$ cat src/rtl/alu_arb_pkg.sv
// Shared types and constants for the ALU operation arbiter and its round-robin picker.
// Optional build macro used by the top level: ALU_ARB_STATS_EN (op counter + busy output).
package alu_arb_pkg;

    localparam int ALU_DW   = 4;
    localparam int ALU_YW   = 12;
    localparam int ALU_OPW  = 3;
    localparam int ALU_SELW = 2;
    localparam int ALU_CNTW = 4;
    localparam int NREQ     = 2;

    typedef enum logic [1:0] {
        IDLE = 2'd0,
        WAIT = 2'd1,
        RESP = 2'd2
    } arb_state_t;

    // Settle latency is held in a 4-bit down counter, so values above 15 wrap.
    function automatic logic [ALU_CNTW-1:0] lat_init(input int lat);
        return ALU_CNTW'(lat);
    endfunction

endpackage

$ cat src/rtl/alu_arb_rr.sv
// Two-way round-robin picker: prefers requester rr, falls back to the other one.
// Purely combinational so any shared-resource controller can reuse it.
module alu_arb_rr (
    input  logic [1:0] req,
    input  logic       rr,
    output logic [1:0] gnt_onehot,
    output logic       gnt_id
);

    assign gnt_id = req[rr] ? rr : ~rr;

    genvar gi;
    generate
        for (gi = 0; gi < 2; gi++) begin : g_gnt
            assign gnt_onehot[gi] = (|req) && (gnt_id == 1'(gi));
        end
    endgenerate

endmodule

$ cat src/rtl/alu_op_arbiter.sv
// Shares one 4-bit ALU between two valid/ready requesters: grant, settle, capture Y, respond.
// Build with ALU_ARB_STATS_EN defined to add op_count and busy outputs.
module alu_op_arbiter
    import alu_arb_pkg::*;
#(
    parameter int ALU_LAT = 1,
    parameter int DW      = ALU_DW,
    parameter int YW      = ALU_YW
) (
    input  logic                       clk,
    input  logic                       rst_n,
    input  logic [1:0]                 req_valid,
    output logic [1:0]                 req_ready,
    input  logic [2*DW-1:0]            req_a,
    input  logic [2*DW-1:0]            req_b,
    input  logic [2*ALU_OPW-1:0]       req_op,
    input  logic [2*ALU_SELW-1:0]      req_sel,
    output logic [DW-1:0]              alu_a,
    output logic [DW-1:0]              alu_b,
    output logic [ALU_OPW-1:0]         alu_op,
    output logic [ALU_SELW-1:0]        alu_sel,
    input  logic [YW-1:0]              alu_y,
    output logic                       rsp_valid,
    input  logic                       rsp_ready,
    output logic                       rsp_id,
    output logic [YW-1:0]              rsp_y
`ifdef ALU_ARB_STATS_EN
    ,
    output logic [15:0]                op_count,
    output logic                       busy
`endif
);

    localparam logic [ALU_CNTW-1:0] LAT_INIT = lat_init(ALU_LAT);

    arb_state_t            state_reg, state_next;
    logic [ALU_CNTW-1:0]   cnt_reg, cnt_next;
    logic                  rr_reg, rr_next;
    logic [DW-1:0]         alu_a_reg, alu_a_next;
    logic [DW-1:0]         alu_b_reg, alu_b_next;
    logic [ALU_OPW-1:0]    alu_op_reg, alu_op_next;
    logic [ALU_SELW-1:0]   alu_sel_reg, alu_sel_next;
    logic                  rsp_valid_reg, rsp_valid_next;
    logic                  rsp_id_reg, rsp_id_next;
    logic [YW-1:0]         rsp_y_reg, rsp_y_next;

    logic [1:0]            gnt_onehot;
    logic                  gnt_id;

    logic [DW-1:0]         a_arr   [NREQ];
    logic [DW-1:0]         b_arr   [NREQ];
    logic [ALU_OPW-1:0]    op_arr  [NREQ];
    logic [ALU_SELW-1:0]   sel_arr [NREQ];

    genvar gi;
    generate
        for (gi = 0; gi < NREQ; gi++) begin : g_unpack
            assign a_arr[gi]   = req_a[gi*DW +: DW];
            assign b_arr[gi]   = req_b[gi*DW +: DW];
            assign op_arr[gi]  = req_op[gi*ALU_OPW +: ALU_OPW];
            assign sel_arr[gi] = req_sel[gi*ALU_SELW +: ALU_SELW];
        end
    endgenerate

    alu_arb_rr u_rr (
        .req        (req_valid),
        .rr         (rr_reg),
        .gnt_onehot (gnt_onehot),
        .gnt_id     (gnt_id)
    );

    always_ff @(posedge clk or negedge rst_n) begin
        if (!rst_n) begin
            state_reg     <= IDLE;
            cnt_reg       <= '0;
            rr_reg        <= 1'b0;
            alu_a_reg     <= '0;
            alu_b_reg     <= '0;
            alu_op_reg    <= '0;
            alu_sel_reg   <= '0;
            rsp_valid_reg <= 1'b0;
            rsp_id_reg    <= 1'b0;
            rsp_y_reg     <= '0;
        end else begin
            state_reg     <= state_next;
            cnt_reg       <= cnt_next;
            rr_reg        <= rr_next;
            alu_a_reg     <= alu_a_next;
            alu_b_reg     <= alu_b_next;
            alu_op_reg    <= alu_op_next;
            alu_sel_reg   <= alu_sel_next;
            rsp_valid_reg <= rsp_valid_next;
            rsp_id_reg    <= rsp_id_next;
            rsp_y_reg     <= rsp_y_next;
        end
    end

    always_comb begin
        state_next     = state_reg;
        cnt_next       = cnt_reg;
        rr_next        = rr_reg;
        alu_a_next     = alu_a_reg;
        alu_b_next     = alu_b_reg;
        alu_op_next    = alu_op_reg;
        alu_sel_next   = alu_sel_reg;
        rsp_valid_next = rsp_valid_reg;
        rsp_id_next    = rsp_id_reg;
        rsp_y_next     = rsp_y_reg;
        req_ready      = 2'b00;

        case (state_reg)
            IDLE: begin
                // Gate with rst_n so no accept pulse is seen while reset is held.
                if (rst_n && (|req_valid)) begin
                    req_ready    = gnt_onehot;
                    alu_a_next   = a_arr[gnt_id];
                    alu_b_next   = b_arr[gnt_id];
                    alu_op_next  = op_arr[gnt_id];
                    alu_sel_next = sel_arr[gnt_id];
                    rsp_id_next  = gnt_id;
                    cnt_next     = LAT_INIT;
                    state_next   = WAIT;
                end
            end
            WAIT: begin
                if (cnt_reg != '0) begin
                    cnt_next = cnt_reg - 1'b1;
                end else begin
                    rsp_y_next     = alu_y;
                    rsp_valid_next = 1'b1;
                    state_next     = RESP;
                end
            end
            RESP: begin
                // The other requester gets priority next, giving strict alternation under load.
                if (rsp_ready) begin
                    rsp_valid_next = 1'b0;
                    rr_next        = ~rsp_id_reg;
                    state_next     = IDLE;
                end
            end
            default: begin
                state_next = IDLE;
            end
        endcase
    end

    assign alu_a     = alu_a_reg;
    assign alu_b     = alu_b_reg;
    assign alu_op    = alu_op_reg;
    assign alu_sel   = alu_sel_reg;
    assign rsp_valid = rsp_valid_reg;
    assign rsp_id    = rsp_id_reg;
    assign rsp_y     = rsp_y_reg;

`ifdef ALU_ARB_STATS_EN
    logic [15:0] op_count_reg, op_count_next;

    always_comb begin
        op_count_next = op_count_reg;
        if ((state_reg == RESP) && rsp_ready && (op_count_reg != 16'hFFFF)) begin
            op_count_next = op_count_reg + 16'd1;
        end
    end

    always_ff @(posedge clk or negedge rst_n) begin
        if (!rst_n) begin
            op_count_reg <= 16'd0;
        end else begin
            op_count_reg <= op_count_next;
        end
    end

    assign op_count = op_count_reg;
    assign busy     = (state_reg != IDLE);
`endif

endmodule

$ cat config.mk
export PLATFORM = sky130hd
export DESIGN_NAME = alu_op_arbiter
export DESIGN_NICKNAME = d
export VERILOG_FILES = /design/src/rtl/alu_arb_pkg.sv /design/src/rtl/alu_arb_rr.sv /design/src/rtl/alu_op_arbiter.sv
export SDC_FILE = /design/constraint.sdc
export NUM_CORES = 1
export LEC_CHECK = 0
export ABC_AREA = 1
export CORE_UTILIZATION = 38
export DETAILED_ROUTE_END_ITERATION = 8
export GPL_TIMING_DRIVEN = 0
export PLACE_DENSITY = 0.82
export SYNTH_ARGS = -nofsm -noshare
export SYNTH_HDL_FRONTEND = slang
export SYNTH_HIERARCHICAL = 1
export SYNTH_SLANG_ARGS = --single-unit
$ cat constraint.sdc
create_clock -name clk -period 1.3 [get_ports clk]
set_input_delay 0.26 -clock clk [delete_from_list [all_inputs] [get_ports clk]]
set_output_delay 0.26 -clock clk [all_outputs]
set_load 0.01 [all_outputs]
# ---- After elaboration in Yosys (flattened, before gate mapping)
# Cells that the tools add are included.
dict set report word_totals {
  wordCells 65
  register_bits 34
  out_inout_bits 29
}
dict set report classes {
  n_addsub 1
  muxes 27
  n_eq_ne 6
  bitwise 5
  order_cmp 2
  n_reduce_logical 14
}
# cell count
set ops {}
lappend ops {{$mux W4} 8}
lappend ops {{$mux W2} 8}
lappend ops {{$mux W3} 3}
lappend ops {{$reduce_and A3 Y1} 3}
lappend ops {{$ne A2 B2 Y1 const B} 4}
lappend ops {{$pmux W4 S2} 1}
lappend ops {{$pmux W2 S3} 1}
lappend ops {{$reduce_and A2 Y1} 3}
lappend ops {{$mux W1} 5}
lappend ops {{$not A1 Y1} 4}
lappend ops {{$reduce_bool A2 Y1} 2}
lappend ops {{$reduce_bool A4 Y1} 1}
lappend ops {{$sub A4 B1 Y4 const B} 1}
lappend ops {{$logic_and A1 B1 Y1} 3}
lappend ops {{$eq A2 B1 Y1 const B} 1}
lappend ops {{$eq A2 B2 Y1 const B} 1}
lappend ops {{$ge A2 B2 Y1 const B} 1}
lappend ops {{$logic_not A2 Y1} 1}
lappend ops {{$lt A1 B2 Y1 const B} 1}
lappend ops {{$not A1 Y2} 1}
lappend ops {{$pmux W1 S2} 1}
lappend ops {{$reduce_or A2 Y1} 1}

# ---- Longest topological paths before layout
# Gate-level depths: netlist of the first run.
dict set report depth {
  word_depth 7
  mapped_depth 7
  ltp_nobuf 7
}

# ---- Cells and area by module
# The synthesis of the first run kept the hierarchy.
# mod n_inst cells_each area_per_inst_um2
set modules_own_cells {}
lappend modules_own_cells {alu_op_arbiter 1 180 1626.6}
lappend modules_own_cells {alu_arb_rr 1 6 25.0}

# ---- Worst setup path after synthesis of the first run
# Ideal clock, no wire load.
dict set report synth_timing {
  path_type {register -> register}
  start {register rr_reg}
  end {register alu_b_reg[0], in the netlist alu_b[0]}
  stages_incl_launch_ff 6
  setup_time_ns 0.121
  arrival_ns 1.209
  period_less_slack_ns 1.330
  slack_ns -0.030
  n_path_buf 1
  path_cell_list {dfrtp_1 o21ai_0 inv_2 buf_2 o21ai_0 o21ai_1}
}
dict set report synth_via {
  elab_chain_cells 7
}
# element line_no
set synth_lines {}
lappend synth_lines {{start: declaration} alu_op_arbiter.sv:38} ;# logic rr_reg, rr_next;
lappend synth_lines {{start signal: assignment} alu_op_arbiter.sv:87} ;# rr_reg <= rr_next;
lappend synth_lines {{$mux W1 (implied by the code) (2 in series)} alu_arb_rr.sv:10} ;# assign gnt_id = req[rr] ? rr : ~rr;
lappend synth_lines {{$mux W1 (*)} alu_arb_rr.sv:10}
lappend synth_lines {{via gnt_id} alu_op_arbiter.sv:48} ;# logic gnt_id;
lappend synth_lines {{$not A1 Y2 (implied by the code) (*)} alu_op_arbiter.sv:117} ;# alu_b_next = b_arr[gnt_id];
lappend synth_lines {{$mux W4 (implied by the code) (*) (3 in series)} alu_op_arbiter.sv:117}
lappend synth_lines {{end signal: assignment} alu_op_arbiter.sv:89} ;# alu_b_reg <= alu_b_next;
lappend synth_lines {{end: declaration} alu_op_arbiter.sv:40} ;# logic [DW-1:0] alu_b_reg, alu_b_next;
# Mark *: on every way through the listed nets, which the timed path passes. The rest lies on a longest branch. The select of a mux whose other input is x is not followed.
# A chain may end at the register's enable or synchronous reset.

# ---- Worst setup path in the final report of the first run
dict set report layout_timing {
  start {register state_reg[0]}
  end {output req_ready[0]}
}
dict set report layout_via {
  elab_chain_cells 2
}
# element line_no
set layout_lines {}
lappend layout_lines {{start: declaration} alu_op_arbiter.sv:36} ;# arb_state_t state_reg, state_next;
lappend layout_lines {{start signal: assignment} alu_op_arbiter.sv:85} ;# state_reg <= state_next;
lappend layout_lines {{$logic_not A2 Y1} alu_op_arbiter.sv:111} ;# case (state_reg)
lappend layout_lines {{$mux W2} alu_op_arbiter.sv:111}
lappend layout_lines {{end: declaration} alu_op_arbiter.sv:13} ;# output logic [1:0] req_ready,
# No other way between the ends.

==> results of run 1 <==
-- worst min-delay path by stage --
| stage | start | to | slack, ns | depth (start not counted) |
|---|---|---|---|---|
| floorplan | rst_n | alu_a[0]$_DFFE_PN0P_ | -0.04 | 0 |
| global placement | cnt_reg[0]$_DFFE_PN0P_ | cnt_reg[0]$_DFFE_PN0P_ | 0.46 | 2 |
| detailed placement | rst_n | rsp_y[4]$_DFFE_PN0P_ | 0.39 | 1 |
| CTS | rst_n | rsp_y[4]$_DFFE_PN0P_ | -0.05 | 1 |
| global route | rst_n | rsp_y[4]$_DFFE_PN0P_ | -0.04 | 1 |
| finish | rst_n | rsp_y[4]$_DFFE_PN0P_ | -0.07 | 1 |
-- kinds of logic (layout without fill, tap and decap cells) --
logic type	count (synthesis)	after routing	share of synthesized area
simple gates	75	75	0.211
compound gates	43	43	0.160
flops	34	34	0.515
buf+inv	31	122	0.0939
fa+ha+maj	2	2	0.0151
xor+xnor	1	1	0.00530
-- layout by cell type, fill, tap and decap left out, types with 2 or more instances in the layout --
cell and instances:
or2_2 8, nand2_2 3, o21ai_0 2, nand2_1 46, nand3_4 2, buf_8 2, clkdlybuf4s50_1 39, dfrtp_1 34
buf_4 8, buf_2 2, buf_6 11, dlygate4sd2_1 29, or2_4 5, nor2_2 3, clkbuf_8 6, inv_1 22
o21ai_2 26, o21ai_4 2, o21ai_1 12, nor2_1 2, nand3_1 5
-- layer usage --
metal	GRT usage	wire [µm]
met1	0.214	1660
met4	0.0729	95
met3	0.0867	365
met5	0	0
met2	0.317	2060
-- power groups by stage --
stage / logic (µW) / clock network [µW] / registers, µW
after global placement: 2770 / 0 / 1880
after detailed placement: 2830 / 0 / 1900
after floorplan: 1380 / 0 / 2070
after global routing: 3490 / 824 / 1940
after CTS: 2930 / 771 / 1880
final: 3160 / 753 / 1880
-- through the flow --
step	setup TNS (ns)	utilization	std cells	hold slack, ns
after detailed placement	-10.13	0.592	307	0.391
final	-1.17	0.670	327	-0.0654
after floorplan	0	-	186	-0.0356
after global placement	-59.85	0.593	307	0.462
after global routing	-2.23	0.670	327	-0.0428
after CTS	-1.12	0.643	322	-0.0516
-- synthesized netlist by cell type --
cell,n,area share
nand3_1,5,0.015
nand2_2,1,0.0038
nand3_2,1,0.0061
inv_2,1,0.0023
nand2_1,48,0.11
ha_1,2,0.015
o21ai_0,17,0.052
o21ai_1,12,0.036
or2_2,13,0.049
nor2_2,2,0.0076
dfrtp_1,34,0.52
nand3_4,1,0.011
inv_1,23,0.052
buf_4,2,0.0091
nor2_1,4,0.0091
a21oi_1,1,0.0030
xor2_1,1,0.0053
o21ai_2,13,0.069
buf_2,1,0.0030
buf_6,4,0.027
-- worst reg2reg max path, delay by kind of cell, from the launching register on --
family | cells | cell delay [ns]
compound gates | 3 | 0.44
buf+inv | 3 | 0.40
flops | 1 | 0.42
-- timing repair --
item | 4_1_cts | 5_1_grt
pin swaps | 10 | 13
gates resized for setup | 79 | 17
endpoints found under the setup margin | 51 | 25
buffers inserted | 7 | 5
endpoints found under the hold margin | 34 | 34
cloned | 2 | 1
-- final cells by class --
class                      instances  area [µm²]
fill                             324        1350
multi-input combinational        121         754
inverter                          24        92.6
clock buffer                       6        82.6
buffer                             7        86.3
tap                               50        62.6
timing repair buffer              85         807
sequential                        34         851
==> results.py, run 1 <==
metrics = {
    "yosys": {
        "synth_area_um2": 1650,
        "yosysWarnings": 6,
        "synthDistinctLibCells": 20,
        "yosys_register_bits": 34,
        "synth_nets": 231,
        "ys_seq_area_frac": 0.515,
        "synth.avg_cell_area_um2": 8.88,
        "syn_inst": 186,
    },
    "worst_setup_path": {
        "crit_end": "req_ready[0]",
        "worst_setup_path_startpoint": "state_reg[0]$_DFFE_PN0P_",
        "regToRegEndpoint": "alu_b[3]$_DFFE_PN0P_",
        "crit_path_max_fanout": 2,
        "crit_path_cell_trace": "nor2_2 > nand3_4 > buf_6 > buf_6 > nor2_2 > buf_2",
        "reg2reg_depth": 6,
        "cp-end-kind": "primary output",
        "cp_slowest_cell": "dfrtp_1",
        "cp-start-kind": "flip-flop",
        "cp_top_family": "flip-flops",
        "r2r_slack_ns": -0.06,
        "path_buf_inv": 3,
        "crit_required_ns": 1.04,
        "crit_type": "flip-flop to primary output",
        "cp_num_cells": 6,
        "slowest_delay_ns": 0.39,
        "rr_startpoint": "rr_reg$_DFFE_PN0P_",
        "arrival_ns": 1.36,
    },
    "timing": {
        "fin_crit_ns": 1.62,
        "final_max_slew_viol_count": 0,
        "hold_viol": 34,
        "clock_skew_ns": 0.00291,
        "final-setup-viol-count": 14,
        "slew_headroom": 0.689,
        "hold_ws_ns": -0.0654,
        "fin_crit_sh": 1.25,
        "tightest_slew_ns": 0.467,
        "fin_ws_ns": -0.320,
        "rsz0062_at_grt": "true",
        "fmaxAchievable_mhz": 617,
    },
    "global_routing": {
        "antenna_found_initial": 0,
        "grt_max_degree": 36,
        "grt_pass1_wl_um": 6470,
        "grt_pass1_vias": 1507,
        "grt_overflow": 0,
        "grt_use_total": 0.192,
    },
    "power": {
        "clkPwrFrac": 0.130,
        "power_frac_comb": 0.545,
        "swShare": 0.387,
        "power_uw": 5790,
        "power.leakage_uw": 0.00137,
        "switchingPower_uw": 2240,
        "seqPwrFrac": 0.324,
        "p_int_uw": 3550,
        "ir_drop_uv": 965,
        "p_per_area_nw_per_um2": 2120,
    },
    "cts": {
        "htreeDepth": 2,
        "clk_pin_slew_ns": 0.06,
        "cts_buffer_depth": 2,
        "cts.sinks": 34,
        "root_buffer": "clkbuf_8",
        "cts_tree": "yes",
        "cts_made_buffers": 5,
        "clock_latency_ns": 0.28,
    },
    "final_layout": {
        "finalInstanceArea_um2": 2740,
        "fin_nets": 323,
        "diodes": 0,
        "largest_reg_flops": 12,
        "drive_gt1_frac": 0.300,
        "area.growth.synth_to_final_pct": 65.7,
    },
    "drt": {
        "vias_per_cell": 4.77,
        "final_antenna_net_count": 0,
        "drt_iter0_markers": 49,
        "routed_wl_um": 4180,
        "vias": 1559,
        "routedWlPerCell_um": 12.8,
        "drc": 0,
        "first_pass_iters": 4,
    },
    "die": {
        "die_x_um": 67.9,
        "die-area_um2": 4610,
        "ioPinCount": 72,
        "rows": 23,
        "die_y_um": 67.9,
        "core_area_um2": 4090,
        "start_util": 0.404,
    },
    "place": {
        "hpwlAfterDp_um": 2740,
        "io_buffers": 71,
        "pre_cts_ws_ns": -1.06,
        "place_area_um2": 2420,
        "place.gp.congestion": 0.819,
    },
    "outcome": {
        "status": "complete, but fails checks",
        "violations": "negative hold slack, negative setup slack",
    },
    "min_path": {
        "hold_class": "input port to async pin",
    },
    "flow_run": {
        "maxCapViolations": 0,
    },
}
No activity file was read; power rests on OpenSTA's default activity.
==> inputs of run 2 (changes only) <==
CTS_CLUSTER_DIAMETER = 150   (was default)
==> results of run 2 <==
Final layout, timing and power as in run 1 (identical DEF).
